==> config.mk <==
export PLATFORM = sky130hd
export DESIGN_NAME = coin_payout_sequencer_flat
export DESIGN_NICKNAME = d
export VERILOG_FILES = /design/src/rtl/coin_payout_sequencer_if.sv /design/src/rtl/coin_payout_sequencer.sv /design/src/flat_wrapper.sv
export SDC_FILE = /design/constraint.sdc
export NUM_CORES = 1
export LEC_CHECK = 0
export ABC_AREA = 1
export CAP_MARGIN = 20
export CORE_MARGIN = 10
export CORE_UTILIZATION = 35
export DETAILED_ROUTE_END_ITERATION = 8
export GPL_TIMING_DRIVEN = 0
export HOLD_SLACK_MARGIN = 0.06
export MAX_ROUTING_LAYER = met4
export PLACE_DENSITY = 0.55
export SYNTH_ARGS = -nofsm -noshare
export SYNTH_HDL_FRONTEND = slang
export SYNTH_SLANG_ARGS = --single-unit
==> constraint.sdc <==
create_clock -name clk -period 2.8 [get_ports clk]
set_input_delay 0.28 -clock clk [delete_from_list [all_inputs] [get_ports clk]]
set_output_delay 0.28 -clock clk [all_outputs]
set_load 0.05 [all_outputs]
==> src/rtl/coin_payout_sequencer_if.sv <==
// Requester, restock, ejector and status signals of the coin payout sequencer.
// The sequencer uses the slave modport; the requester/ejector side uses master.
interface coin_payout_sequencer_if;
    localparam int unsigned AMT_W = 8;
    localparam int unsigned SEL_W = 2;
    localparam int unsigned CNT_W = 5;

    logic             ref_req;
    logic [AMT_W-1:0] ref_amt;
    logic             chg_req;
    logic [AMT_W-1:0] chg_amt;
    logic             ref_gnt;
    logic             chg_gnt;

    logic             restock;
    logic [SEL_W-1:0] restock_sel;
    logic [CNT_W-1:0] restock_cnt;

    logic             eject;
    logic [SEL_W-1:0] eject_sel;
    logic             eject_ack;

    logic             busy;
    logic             done;
    logic [AMT_W-1:0] short;
    logic             fault;
    logic [CNT_W-1:0] nickel_cnt;
    logic [CNT_W-1:0] dime_cnt;
    logic [CNT_W-1:0] quarter_cnt;
    logic [CNT_W-1:0] half_cnt;

    modport master (
        output ref_req, ref_amt, chg_req, chg_amt,
        output restock, restock_sel, restock_cnt,
        output eject_ack,
        input  ref_gnt, chg_gnt,
        input  eject, eject_sel,
        input  busy, done, short, fault,
        input  nickel_cnt, dime_cnt, quarter_cnt, half_cnt
    );

    modport slave (
        input  ref_req, ref_amt, chg_req, chg_amt,
        input  restock, restock_sel, restock_cnt,
        input  eject_ack,
        output ref_gnt, chg_gnt,
        output eject, eject_sel,
        output busy, done, short, fault,
        output nickel_cnt, dime_cnt, quarter_cnt, half_cnt
    );
endinterface

==> src/rtl/coin_payout_sequencer.sv <==
// Arbitrates refund/change payouts and pays each amount coin by coin, largest
// usable denomination first, tracking tube inventory and per-tube jam flags.
module coin_payout_sequencer #(
    parameter int unsigned EJECT_TIMEOUT = 15
) (
    input  logic                    clk,
    input  logic                    rst,
    coin_payout_sequencer_if.slave  bus
);
    localparam int unsigned AMT_W = 8;
    localparam int unsigned SEL_W = 2;
    localparam int unsigned CNT_W = 5;
    localparam int unsigned NTUBE = 4;
    localparam int unsigned TMR_W = (EJECT_TIMEOUT > 2) ? $clog2(EJECT_TIMEOUT) : 1;

    localparam logic [CNT_W-1:0] CNT_MAX = '1;
    localparam logic [TMR_W-1:0] TMR_LAST = TMR_W'(EJECT_TIMEOUT - 1);

    localparam logic [SEL_W-1:0] T_NICKEL  = 2'd0;
    localparam logic [SEL_W-1:0] T_DIME    = 2'd1;
    localparam logic [SEL_W-1:0] T_QUARTER = 2'd2;
    localparam logic [SEL_W-1:0] T_HALF    = 2'd3;

    localparam logic [2:0] S_IDLE     = 3'd0;
    localparam logic [2:0] S_SELECT   = 3'd1;
    localparam logic [2:0] S_EJECT    = 3'd2;
    localparam logic [2:0] S_WAIT_ACK = 3'd3;
    localparam logic [2:0] S_FINISH   = 3'd4;

    // Face value in cents of the coin held in a tube.
    function automatic logic [AMT_W-1:0] coin_value(input logic [SEL_W-1:0] tube);
        logic [AMT_W-1:0] v;
        case (tube)
            T_NICKEL:  v = 8'd5;
            T_DIME:    v = 8'd10;
            T_QUARTER: v = 8'd25;
            default:   v = 8'd50;
        endcase
        return v;
    endfunction

    logic [2:0]       state, state_nxt;
    logic [AMT_W-1:0] remaining, remaining_nxt;
    logic [TMR_W-1:0] timer, timer_nxt;
    logic [CNT_W-1:0] cnt     [NTUBE];
    logic [CNT_W-1:0] cnt_nxt [NTUBE];
    logic [NTUBE-1:0] jam, jam_nxt;

    logic             ref_gnt_q, ref_gnt_nxt;
    logic             chg_gnt_q, chg_gnt_nxt;
    logic             eject_q, eject_nxt;
    logic [SEL_W-1:0] eject_sel_q, eject_sel_nxt;
    logic             busy_q, busy_nxt;
    logic             done_q, done_nxt;
    logic [AMT_W-1:0] short_q, short_nxt;
    logic             fault_q, fault_nxt;

    logic [CNT_W:0]   rs_sum;
    logic [CNT_W-1:0] rs_sat;
    logic [NTUBE-1:0] usable;
    logic             pick_ok;
    logic [SEL_W-1:0] pick_sel;

    // Saturating restock of the addressed tube.
    assign rs_sum = (CNT_W+1)'(cnt[bus.restock_sel]) + (CNT_W+1)'(bus.restock_cnt);
    assign rs_sat = rs_sum[CNT_W] ? CNT_MAX : rs_sum[CNT_W-1:0];

    // A tube is usable when its coin fits, it holds coins and it is not jammed.
    assign usable[T_NICKEL]  = (coin_value(T_NICKEL)  <= remaining) && (cnt[T_NICKEL]  != '0) && !jam[T_NICKEL];
    assign usable[T_DIME]    = (coin_value(T_DIME)    <= remaining) && (cnt[T_DIME]    != '0) && !jam[T_DIME];
    assign usable[T_QUARTER] = (coin_value(T_QUARTER) <= remaining) && (cnt[T_QUARTER] != '0) && !jam[T_QUARTER];
    assign usable[T_HALF]    = (coin_value(T_HALF)    <= remaining) && (cnt[T_HALF]    != '0) && !jam[T_HALF];

    // Greedy choice: largest usable denomination wins.
    always_comb begin
        pick_ok  = |usable;
        pick_sel = T_NICKEL;
        if (usable[T_HALF]) begin
            pick_sel = T_HALF;
        end else if (usable[T_QUARTER]) begin
            pick_sel = T_QUARTER;
        end else if (usable[T_DIME]) begin
            pick_sel = T_DIME;
        end
    end

    // Next-state and next-output logic; outputs are registered from *_nxt.
    always_comb begin
        state_nxt     = state;
        remaining_nxt = remaining;
        timer_nxt     = timer;
        cnt_nxt       = cnt;
        jam_nxt       = jam;
        ref_gnt_nxt   = 1'b0;
        chg_gnt_nxt   = 1'b0;
        eject_nxt     = 1'b0;
        eject_sel_nxt = eject_sel_q;
        done_nxt      = 1'b0;
        short_nxt     = short_q;

        case (state)
            S_IDLE: begin
                if (bus.restock) begin
                    cnt_nxt[bus.restock_sel] = rs_sat;
                    jam_nxt[bus.restock_sel] = 1'b0;
                end
                if (bus.ref_req) begin
                    remaining_nxt = bus.ref_amt;
                    ref_gnt_nxt   = 1'b1;
                    state_nxt     = S_SELECT;
                end else if (bus.chg_req) begin
                    remaining_nxt = bus.chg_amt;
                    chg_gnt_nxt   = 1'b1;
                    state_nxt     = S_SELECT;
                end
            end

            S_SELECT: begin
                if (pick_ok) begin
                    eject_sel_nxt = pick_sel;
                    eject_nxt     = 1'b1;
                    state_nxt     = S_EJECT;
                end else begin
                    done_nxt  = 1'b1;
                    short_nxt = remaining;
                    state_nxt = S_FINISH;
                end
            end

            S_EJECT: begin
                timer_nxt = '0;
                state_nxt = S_WAIT_ACK;
            end

            // Ack beats timeout when both land in the same cycle.
            S_WAIT_ACK: begin
                if (bus.eject_ack) begin
                    cnt_nxt[eject_sel_q] = cnt[eject_sel_q] - 1'b1;
                    remaining_nxt        = remaining - coin_value(eject_sel_q);
                    state_nxt            = S_SELECT;
                end else if (timer == TMR_LAST) begin
                    jam_nxt[eject_sel_q] = 1'b1;
                    state_nxt            = S_SELECT;
                end else begin
                    timer_nxt = timer + 1'b1;
                end
            end

            S_FINISH: begin
                state_nxt = S_IDLE;
            end

            default: begin
                state_nxt = S_IDLE;
            end
        endcase

        busy_nxt  = (state_nxt != S_IDLE);
        fault_nxt = |jam_nxt;
    end

    always_ff @(posedge clk) begin
        if (rst) begin
            state       <= S_IDLE;
            remaining   <= '0;
            timer       <= '0;
            cnt         <= '{default: '0};
            jam         <= '0;
            ref_gnt_q   <= 1'b0;
            chg_gnt_q   <= 1'b0;
            eject_q     <= 1'b0;
            eject_sel_q <= '0;
            busy_q      <= 1'b0;
            done_q      <= 1'b0;
            short_q     <= '0;
            fault_q     <= 1'b0;
        end else begin
            state       <= state_nxt;
            remaining   <= remaining_nxt;
            timer       <= timer_nxt;
            cnt         <= cnt_nxt;
            jam         <= jam_nxt;
            ref_gnt_q   <= ref_gnt_nxt;
            chg_gnt_q   <= chg_gnt_nxt;
            eject_q     <= eject_nxt;
            eject_sel_q <= eject_sel_nxt;
            busy_q      <= busy_nxt;
            done_q      <= done_nxt;
            short_q     <= short_nxt;
            fault_q     <= fault_nxt;
        end
    end

    assign bus.ref_gnt     = ref_gnt_q;
    assign bus.chg_gnt     = chg_gnt_q;
    assign bus.eject       = eject_q;
    assign bus.eject_sel   = eject_sel_q;
    assign bus.busy        = busy_q;
    assign bus.done        = done_q;
    assign bus.short       = short_q;
    assign bus.fault       = fault_q;
    assign bus.nickel_cnt  = cnt[T_NICKEL];
    assign bus.dime_cnt    = cnt[T_DIME];
    assign bus.quarter_cnt = cnt[T_QUARTER];
    assign bus.half_cnt    = cnt[T_HALF];

endmodule

==> src/flat_wrapper.sv <==
// flat-port wrapper written by rule: the top's interface ports become plain ports
module coin_payout_sequencer_flat 
#(
    parameter int unsigned EJECT_TIMEOUT = 15
)
  (clk, rst, bus_ref_req, bus_ref_amt, bus_chg_req, bus_chg_amt, bus_restock, bus_restock_sel, bus_restock_cnt, bus_eject_ack, bus_ref_gnt, bus_chg_gnt, bus_eject, bus_eject_sel, bus_busy, bus_done, bus_short, bus_fault, bus_nickel_cnt, bus_dime_cnt, bus_quarter_cnt, bus_half_cnt);
  coin_payout_sequencer_if bus_i ();
  input  logic clk;
  input  logic rst;
  input wire logic [$bits(bus_i.ref_req)-1:0] bus_ref_req;
  input wire logic [$bits(bus_i.ref_amt)-1:0] bus_ref_amt;
  input wire logic [$bits(bus_i.chg_req)-1:0] bus_chg_req;
  input wire logic [$bits(bus_i.chg_amt)-1:0] bus_chg_amt;
  input wire logic [$bits(bus_i.restock)-1:0] bus_restock;
  input wire logic [$bits(bus_i.restock_sel)-1:0] bus_restock_sel;
  input wire logic [$bits(bus_i.restock_cnt)-1:0] bus_restock_cnt;
  input wire logic [$bits(bus_i.eject_ack)-1:0] bus_eject_ack;
  output wire logic [$bits(bus_i.ref_gnt)-1:0] bus_ref_gnt;
  output wire logic [$bits(bus_i.chg_gnt)-1:0] bus_chg_gnt;
  output wire logic [$bits(bus_i.eject)-1:0] bus_eject;
  output wire logic [$bits(bus_i.eject_sel)-1:0] bus_eject_sel;
  output wire logic [$bits(bus_i.busy)-1:0] bus_busy;
  output wire logic [$bits(bus_i.done)-1:0] bus_done;
  output wire logic [$bits(bus_i.short)-1:0] bus_short;
  output wire logic [$bits(bus_i.fault)-1:0] bus_fault;
  output wire logic [$bits(bus_i.nickel_cnt)-1:0] bus_nickel_cnt;
  output wire logic [$bits(bus_i.dime_cnt)-1:0] bus_dime_cnt;
  output wire logic [$bits(bus_i.quarter_cnt)-1:0] bus_quarter_cnt;
  output wire logic [$bits(bus_i.half_cnt)-1:0] bus_half_cnt;
  assign bus_i.ref_req = bus_ref_req;
  assign bus_i.ref_amt = bus_ref_amt;
  assign bus_i.chg_req = bus_chg_req;
  assign bus_i.chg_amt = bus_chg_amt;
  assign bus_i.restock = bus_restock;
  assign bus_i.restock_sel = bus_restock_sel;
  assign bus_i.restock_cnt = bus_restock_cnt;
  assign bus_i.eject_ack = bus_eject_ack;
  assign bus_ref_gnt = bus_i.ref_gnt;
  assign bus_chg_gnt = bus_i.chg_gnt;
  assign bus_eject = bus_i.eject;
  assign bus_eject_sel = bus_i.eject_sel;
  assign bus_busy = bus_i.busy;
  assign bus_done = bus_i.done;
  assign bus_short = bus_i.short;
  assign bus_fault = bus_i.fault;
  assign bus_nickel_cnt = bus_i.nickel_cnt;
  assign bus_dime_cnt = bus_i.dime_cnt;
  assign bus_quarter_cnt = bus_i.quarter_cnt;
  assign bus_half_cnt = bus_i.half_cnt;
  coin_payout_sequencer #(.EJECT_TIMEOUT(EJECT_TIMEOUT)) u_core (.clk(clk), .rst(rst), .bus(bus_i));
endmodule
==> run_results.csv, run 1 <==
group,metric,value,unit
status,outcome,"finished, final reports clean",
setup_path,setup.reg_to_reg.worst_slack,0.22,ns
setup_path,worstSetupStartpointType,"input pin",
detailed_routing,number_of_vias_after_detailed_routing,3900,
timing,timing_worst_slew_pin_value,0.8000,ns
timing,timing.slew.headroom,46.47,%
power_and_ir_drop,leakagePower,2.059,nW
timing,clock-skew-final,0.01454,ns
power_and_ir_drop,post-layout-total-power,4.634,mW
detailed_routing,drc,0,
grt,globalRouteMet3Util,2.644,%
layout,final-instance-count-excl-fill,775,
clock_tree,cts_htree_levels,2,
worst_hold_path,min-delay-path-class,"flip-flop to flip-flop",
power_and_ir_drop,power_density,996.9,mW/mm2
logic_synthesis,synth.net_count,617,
timing,final_max_slew_viol_count,0,
worst_hold_path,hold_path.startpoint,"u_core.bus.short[5]",
grt,first_global_vias,3839,
setup_path,critical_path_start,"bus_restock_sel[1]",
placed_design,placed_cells,767,
logic_synthesis,post_synth.cell_area_avg,6.540,um2
grt,grt_use_met1,20.97,%
logic_synthesis,post_synthesis_instance_area,0.003715,mm2
clock_tree,clkSlewWorstSetupHoldPaths,0.12,ns
timing,max_freq,384.4,MHz
logic_synthesis,ys_warn_count,0,
timing,finalCritPeriodShare,92.90,%
layout,synthToLayoutAreaGrowth,25.13,%
setup_path,timing.reg2reg.worst_path_depth,12,
clock_tree,numCtsBuffers,5,
layout,multi_input_area,0.002271,mm2
detailed_routing,dr.first_iter.drc_count,313,
floorplanning,placeableCoreArea,0.01032,mm2
detailed_routing,final_antenna_net_count,0,
grt,antenna_found_initial,0,
setup_path,critical_path.reg2reg.startpoint,"u_core.bus.eject_sel[0]",
setup_path,worst-endpoint-required,3.01,ns
grt,grt_max_degree,20,
timing,setup-violations-final,0,
clock_tree,cts.path.max_buffers,2,
placed_design,finalWeightedCongestion,0.9702,
layout,final_core_utilization,45.02,%
detailed_routing,drt-wirelength-per-cell,16.34,um
power_and_ir_drop,worst_ir_drop_on_vdd,0.3721,mV
grt,gr-total-overflow,0,
setup_path,crit_fanout,6,
layout,drive_above_1_share,7.981,%
timing,rsz_0062_raised_after_global_routing,"no",
detailed_routing,drt-total-wl,12.66,mm
grt,top_usage_layer,"met2",
grt,use_met2,28.85,%
setup_path,critical_path.endpoint_type,"flip-flop",
grt,grt.total_usage,17.21,%
setup_path,worstSetupPathType,"input pin to flip-flop",
logic_synthesis,yosysSeqAreaShare,29.64,%
logic_synthesis,synth_cell_type_count,43,
setup_path,r2r-end,"u_core.remaining[6]",
layout,n_fill_cell,1102,
floorplanning,initial_utilization,35.98,%
floorplanning,dieHeight,123.0,um
timing,post-route-min-period,2.601,ns
detailed_routing,post_drt_via_cell_ratio,5.032,
timing,report.final.hold_viol_count,0,
clock_tree,ctsRootBufferMaster,"clkbuf_8",
setup_path,critical_path_arrival,2.81,ns
clock_tree,clock_insertion_delay_worst_skew,0.32,ns
floorplanning,full_die_area,0.01514,mm2
setup_path,endpoint,"u_core.bus.quarter_cnt[0]",
flow_run,max-cap-violations,0,
layout,nets,687,
floorplanning,dieWidth,123.0,um
clock_tree,tritoncts_clock_tree,"yes",
floorplanning,placement_row_count,37,
layout,antenna_cells,0,
placed_design,place.detailed.hpwl,10.03,mm
detailed_routing,first_pass_iters,4,
placed_design,buffer_ports.inserted,63,
logic_synthesis,synth.ff_latch_count,55,
layout,layout.area.seq,0.001101,mm2
logic_synthesis,synth_cells,568,
grt,grt_pass1_wl,20.02,mm
floorplanning,io_pins,65,
clock_tree,clock-sinks,55,
-- stage by stage --
| stage | instance area, um2 | hold slack (ns) | setup WS, ns | setup TNS, ns |
|---|---|---|---|---|
| 6_report | 4648 | 0.4690 | 0.1988 | 0 |
| 4_1_cts | 4617 | 0.4722 | 0.003010 | 0 |
| 3_5_place_dp | 4516 | 0.4539 | -0.5297 | -8.880 |
| 5_1_grt | 4648 | 0.4769 | 0.006662 | 0 |
| 3_3_place_gp | 4516 | 0.4518 | -0.5200 | -8.724 |
| 2_1_floorplan | 3715 | 0.4082 | 0.2697 | 0 |
-- cell usage in the layout (no fill, tap or decap), types with 6 or more instances in the layout --
cell type | netlist | layout
clkbuf_1 | 6 | 6
a21oi_1 | 62 | 62
nand4_1 | 13 | 13
nand3_1 | 51 | 50
clkdlybuf4s50_1 | 0 | 63
nand2_1 | 131 | 128
o21ai_0 | 21 | 21
dfxtp_1 | 55 | 55
o21ai_1 | 9 | 9
ha_1 | 18 | 18
inv_1 | 73 | 72
nor2_1 | 59 | 59
-- synthesized netlist by cell type, drive strengths merged --
cell | count | area (um2)
nand4 | 13 | 81.33
a31o | 1 | 8.760
a211oi | 2 | 15.01
o31ai | 4 | 30.03
a21o | 2 | 15.01
o221ai | 2 | 17.52
a21oi | 62 | 310.3
a221oi | 1 | 8.760
nor3 | 1 | 5.000
inv | 78 | 297.8
nand2 | 135 | 526.8
o22ai | 1 | 6.260
xnor2 | 3 | 26.28
clkbuf | 6 | 22.52
fa | 2 | 40.04
and2 | 1 | 6.260
or2 | 4 | 25.02
nor2 | 67 | 286.5
o21ai | 35 | 231.5
a22o | 1 | 8.760
a31oi | 1 | 6.260
dfxtp | 55 | 1101
o211ai | 3 | 22.52
nand3b | 1 | 7.510
ha | 18 | 225.2
xor2 | 4 | 35.03
a22oi | 3 | 22.52
buf | 6 | 41.28
clkinv | 4 | 18.76
nand3 | 52 | 265.3
-- power by group --
group	switching [mW]	internal, mW
registers	0.240	0.961
clock network	0.306	0.185
logic	1.98	0.957
-- registers in the layout, summed over array words and instances, names as in the netlist --
| name | flops |
|---|---|
| u_core.bus.busy | 1 |
| u_core.bus.chg_gnt | 1 |
| u_core.bus.dime_cnt | 5 |
| u_core.bus.done | 1 |
| u_core.bus.eject | 1 |
| u_core.bus.eject_sel | 2 |
| u_core.bus.fault | 1 |
| u_core.bus.half_cnt | 5 |
| u_core.bus.nickel_cnt | 5 |
| u_core.bus.quarter_cnt | 5 |
| u_core.bus.ref_gnt | 1 |
| u_core.bus.short | 8 |
| u_core.jam | 4 |
| u_core.remaining | 8 |
| u_core.state | 3 |
| u_core.timer | 4 |
-- worst min path at each step --
stage,end,slack [ns],depth (start not counted)
final,u_core.bus.short[5],0.47,2
after global routing,u_core.bus.short[5],0.48,2
after CTS,u_core.bus.short[0],0.47,2
after detailed placement,u_core.bus.short[5],0.45,2
after global placement,u_core.bus.short[5],0.45,2
after floorplan,u_core.bus.chg_gnt,0.41,2
-- per-layer routing --
metal / wire, um / part of all wire (%) / vias up
met5: 0 / 0 / -
met4: 195 / 1.5 / 0
met3: 607 / 4.8 / 17
met2: 6163 / 49 / 97
met1: 5697 / 45 / 1786
li1: - / - / 2000
-- layout make-up --
cell class / instances / area share (%)
buffer: 12 / 1.373
clock buffer: 5 / 1.480
clock inverter: 3 / 0.5653
inverter: 82 / 6.810
multi-input combinational: 419 / 48.86
sequential: 55 / 23.69
tap: 136 / 3.661
timing repair buffer: 63 / 13.57
-- repair_timing --
| action | 4_1_cts | 5_1_grt |
|---|---|---|
| resized for setup | 1 | 7 |
| setup endpoints to repair | 18 | 20 |
| hold buffers | 0 | 0 |
| pin swaps | 0 | 1 |
| buffers inserted | 0 | 0 |
-- logic make-up (layout without fill, tap and decap cells) --
kind of cell / Yosys count / count (layout) / synth area share [%]
DFF: 55 / 55 / 29.64
AOI/OAI and AO/OA: 118 / 118 / 18.93
and+or+nand+nor: 274 / 274 / 32.40
buffers and inverters: 94 / 165 / 10.24
adders and majority gates: 20 / 20 / 7.141
xor gates and xnor gates: 7 / 7 / 1.650
-- critical path, stage by stage --
cell,delay [ns]
clkdlybuf4s50_1,0.49
inv_1,0.07
nand2_1,0.15
inv_2,0.09
a22oi_1,0.23
o221ai_1,0.18
ha_1,0.39
nand2_1,0.11
nand2_1,0.05
nand2_1,0.07
nand3_2,0.15
or2_2,0.39
nand2_1,0.09
a21oi_1,0.06
Note: power is estimated with default switching activity, not from simulation.
==> inputs of run 2 (changes only) <==
Settings changed: SLEW_MARGIN set to 20.
==> results of run 2 <==
Same layout as run 1: the final DEF is identical, and so are final timing and power.
==> inputs of run 3 (changes only) <==
Clock period 2.8 ns to 2.7 ns, I/O delays scaled along.
==> run 3 against run 2 <==
Compared with the run above: die area unchanged; clock-buffer cell count unchanged; worst hold slack is essentially flat; worst setup slack got worse by 0.014 ns; cell area grew 0.62%; sequential share of layout area down 0.12 points; clock power grew 2%; global-route usage barely moved; final cell count is 0.13% higher; register-to-register slack about the same; total power is 3.7% higher; critical path type unchanged.
==> run_results.csv, run 3 (synthesized netlist as in run 1, its figures left out) <==
group,metric,value,unit
placed_design,finalWeightedCongestion,0.9702,
floorplanning,dieHeight,123.0,um
layout,drive_above_1_share,9.375,%
floorplanning,full_die_area,0.01514,mm2
grt,grt_max_degree,20,
power_and_ir_drop,worst_ir_drop_on_vdd,0.3861,mV
clock_tree,cts.path.max_buffers,2,
worst_hold_path,min-delay-path-class,"flip-flop to flip-flop",
setup_path,worst-endpoint-required,2.96,ns
clock_tree,clock_insertion_delay_worst_skew,0.32,ns
timing,report.final.hold_viol_count,0,
grt,gr-total-overflow,0,
layout,synthToLayoutAreaGrowth,25.90,%
grt,grt_pass1_wl,20.07,mm
grt,grt.total_usage,17.23,%
layout,n_fill_cell,1100,
setup_path,worstSetupPathType,"input pin to flip-flop",
detailed_routing,dr.first_iter.drc_count,268,
floorplanning,initial_utilization,35.98,%
power_and_ir_drop,post-layout-total-power,4.805,mW
layout,multi_input_area,0.002278,mm2
floorplanning,dieWidth,123.0,um
timing,final_critical_path_setup_slack,0.1852,ns
grt,first_global_vias,3851,
layout,layout.area.seq,0.001102,mm2
timing,post-route-min-period,2.515,ns
setup_path,worstSetupStartpointType,"input pin",
detailed_routing,final_antenna_net_count,0,
clock_tree,numCtsBuffers,5,
detailed_routing,number_of_vias_after_detailed_routing,3866,
setup_path,critical_path_arrival,2.78,ns
detailed_routing,post_drt_via_cell_ratio,4.982,
detailed_routing,drc,0,
detailed_routing,first_pass_iters,5,
layout,most_common_cell_after_layout_fill_and_taps_aside,"nand2_1",
clock_tree,clock-sinks,55,
clock_tree,ctsRootBufferMaster,"clkbuf_8",
layout,layout.cells.most_common_list,"127 x nand2_1, 67 x inv_1, 63 x clkdlybuf4s50_1, 62 x a21oi_1, 59 x nor2_1",
timing,final_max_slew_viol_count,0,
timing,rsz_0062_raised_after_global_routing,"no",
clock_tree,clkSlewWorstSetupHoldPaths,0.12,ns
placed_design,place.detailed.hpwl,10.03,mm
timing,timing_worst_slew_pin_value,0.8080,ns
timing,max_freq,397.6,MHz
timing,clock-skew-final,0.01563,ns
setup_path,critical_path.endpoint_type,"flip-flop",
timing,timing.slew.headroom,45.93,%
timing,finalCritPeriodShare,93.14,%
power_and_ir_drop,leakagePower,2.060,nW
detailed_routing,drt-total-wl,12.65,mm
floorplanning,placeableCoreArea,0.01032,mm2
layout,final_area,0.004677,mm2
timing,setup-violations-final,0,
placed_design,place_worst_setup_slack,-0.6197,ns
status,outcome,"finished, final reports clean",
floorplanning,io_pins,65,
flow_run,max-cap-violations,0,
clock_tree,cts_htree_levels,2,
layout,nets,688,
layout,final_core_utilization,45.30,%
setup_path,crit_fanout,5,
floorplanning,placement_row_count,37,
placed_design,placement.cell_area,0.004516,mm2
detailed_routing,drt-wirelength-per-cell,16.30,um
layout,antenna_cells,0,
placed_design,buffer_ports.inserted,63,
power_and_ir_drop,power_density,1027,mW/mm2
timing,finalSetupTns,0,ns
grt,antenna_found_initial,0,
clock_tree,tritoncts_clock_tree,"yes",
==> run 3: cell types whose count changed in the layout (fill, tap and decap cells not counted) <==
cell     previous run  this run
nand2_2             5         6
inv_1              72        67
inv_2               4         9
or2_2               4         3
buf_12              0         1
dfxtp_1            55        54
nand2_1           128       127
ha_1               18        17
dfxtp_2             0         1
ha_2                0         1
or2_4               0         1
==> run 3: per-stage QoR <==
stage	hold WS, ns	instances
detailed placement	0.4539	767
floorplan	0.3982	568
finish	0.4689	776
global placement	0.4518	767
global route	0.4769	776
CTS	0.4722	775
==> run 3: cell type report <==
| class | instances | share of cell area (%) |
|---|---|---|
| plain buffers | 12 | 1.364 |
| clock buffers | 5 | 1.471 |
| clock inverters | 3 | 0.5618 |
| inverters | 82 | 6.768 |
| multi-input cells | 419 | 48.72 |
| flip-flops and latches | 55 | 23.57 |
| well taps | 136 | 3.638 |
| repair buffers | 64 | 13.91 |
==> run 3: what timing repair did <==
item / 4_1_cts / 5_1_grt
hold buffers: 0 / 0
gates resized for setup: 3 / 14
pin swaps: 0 / 2
setup buffers: 0 / 1
endpoints found under the setup margin: 20 / 22
==> run 3: final timing paths <==
| kind | cells after the start | to | slack (ns) | start |
|---|---|---|---|---|
| max reg2reg | 13 | u_core.remaining[6] | 0.21 | u_core.bus.eject_sel[1] |
| min | 2 | u_core.bus.short[5] | 0.47 | u_core.bus.short[5] |
| min reg2reg | 2 | u_core.bus.short[5] | 0.47 | u_core.bus.short[5] |
| max | 15 | u_core.bus.half_cnt[4] | 0.19 | bus_restock_sel[0] |
==> run 3: routing by layer <==
layer	wire length (um)	global-route usage [%]	part of all wire (%)
met5	0	-	0
met4	260	4.949	2.1
met3	577	2.644	4.6
met2	6158	28.92	49
met1	5650	20.99	45
==> run 3: worst max-delay path: stages <==
cell             delay [ns]
clkdlybuf4s50_1        0.53
nand2_1                0.12
inv_2                  0.13
nand2_1                0.06
nand3_1                0.12
ha_2                   0.21
inv_1                  0.05
fa_1                   0.39
nand3b_1               0.17
nand2_1                0.11
xor2_2                 0.26
o21ai_0                0.12
nand3_1                0.12
nand2_1                0.05
inv_1                  0.05
==> run 3: report_power, final <==
| part | leakage [nW] | switching (mW) | internal, mW |
|---|---|---|---|
| clock | 0.0491 | 0.308 | 0.192 |
| sequential | 0.449 | 0.249 | 0.999 |
| combinational | 1.56 | 2.06 | 1.00 |
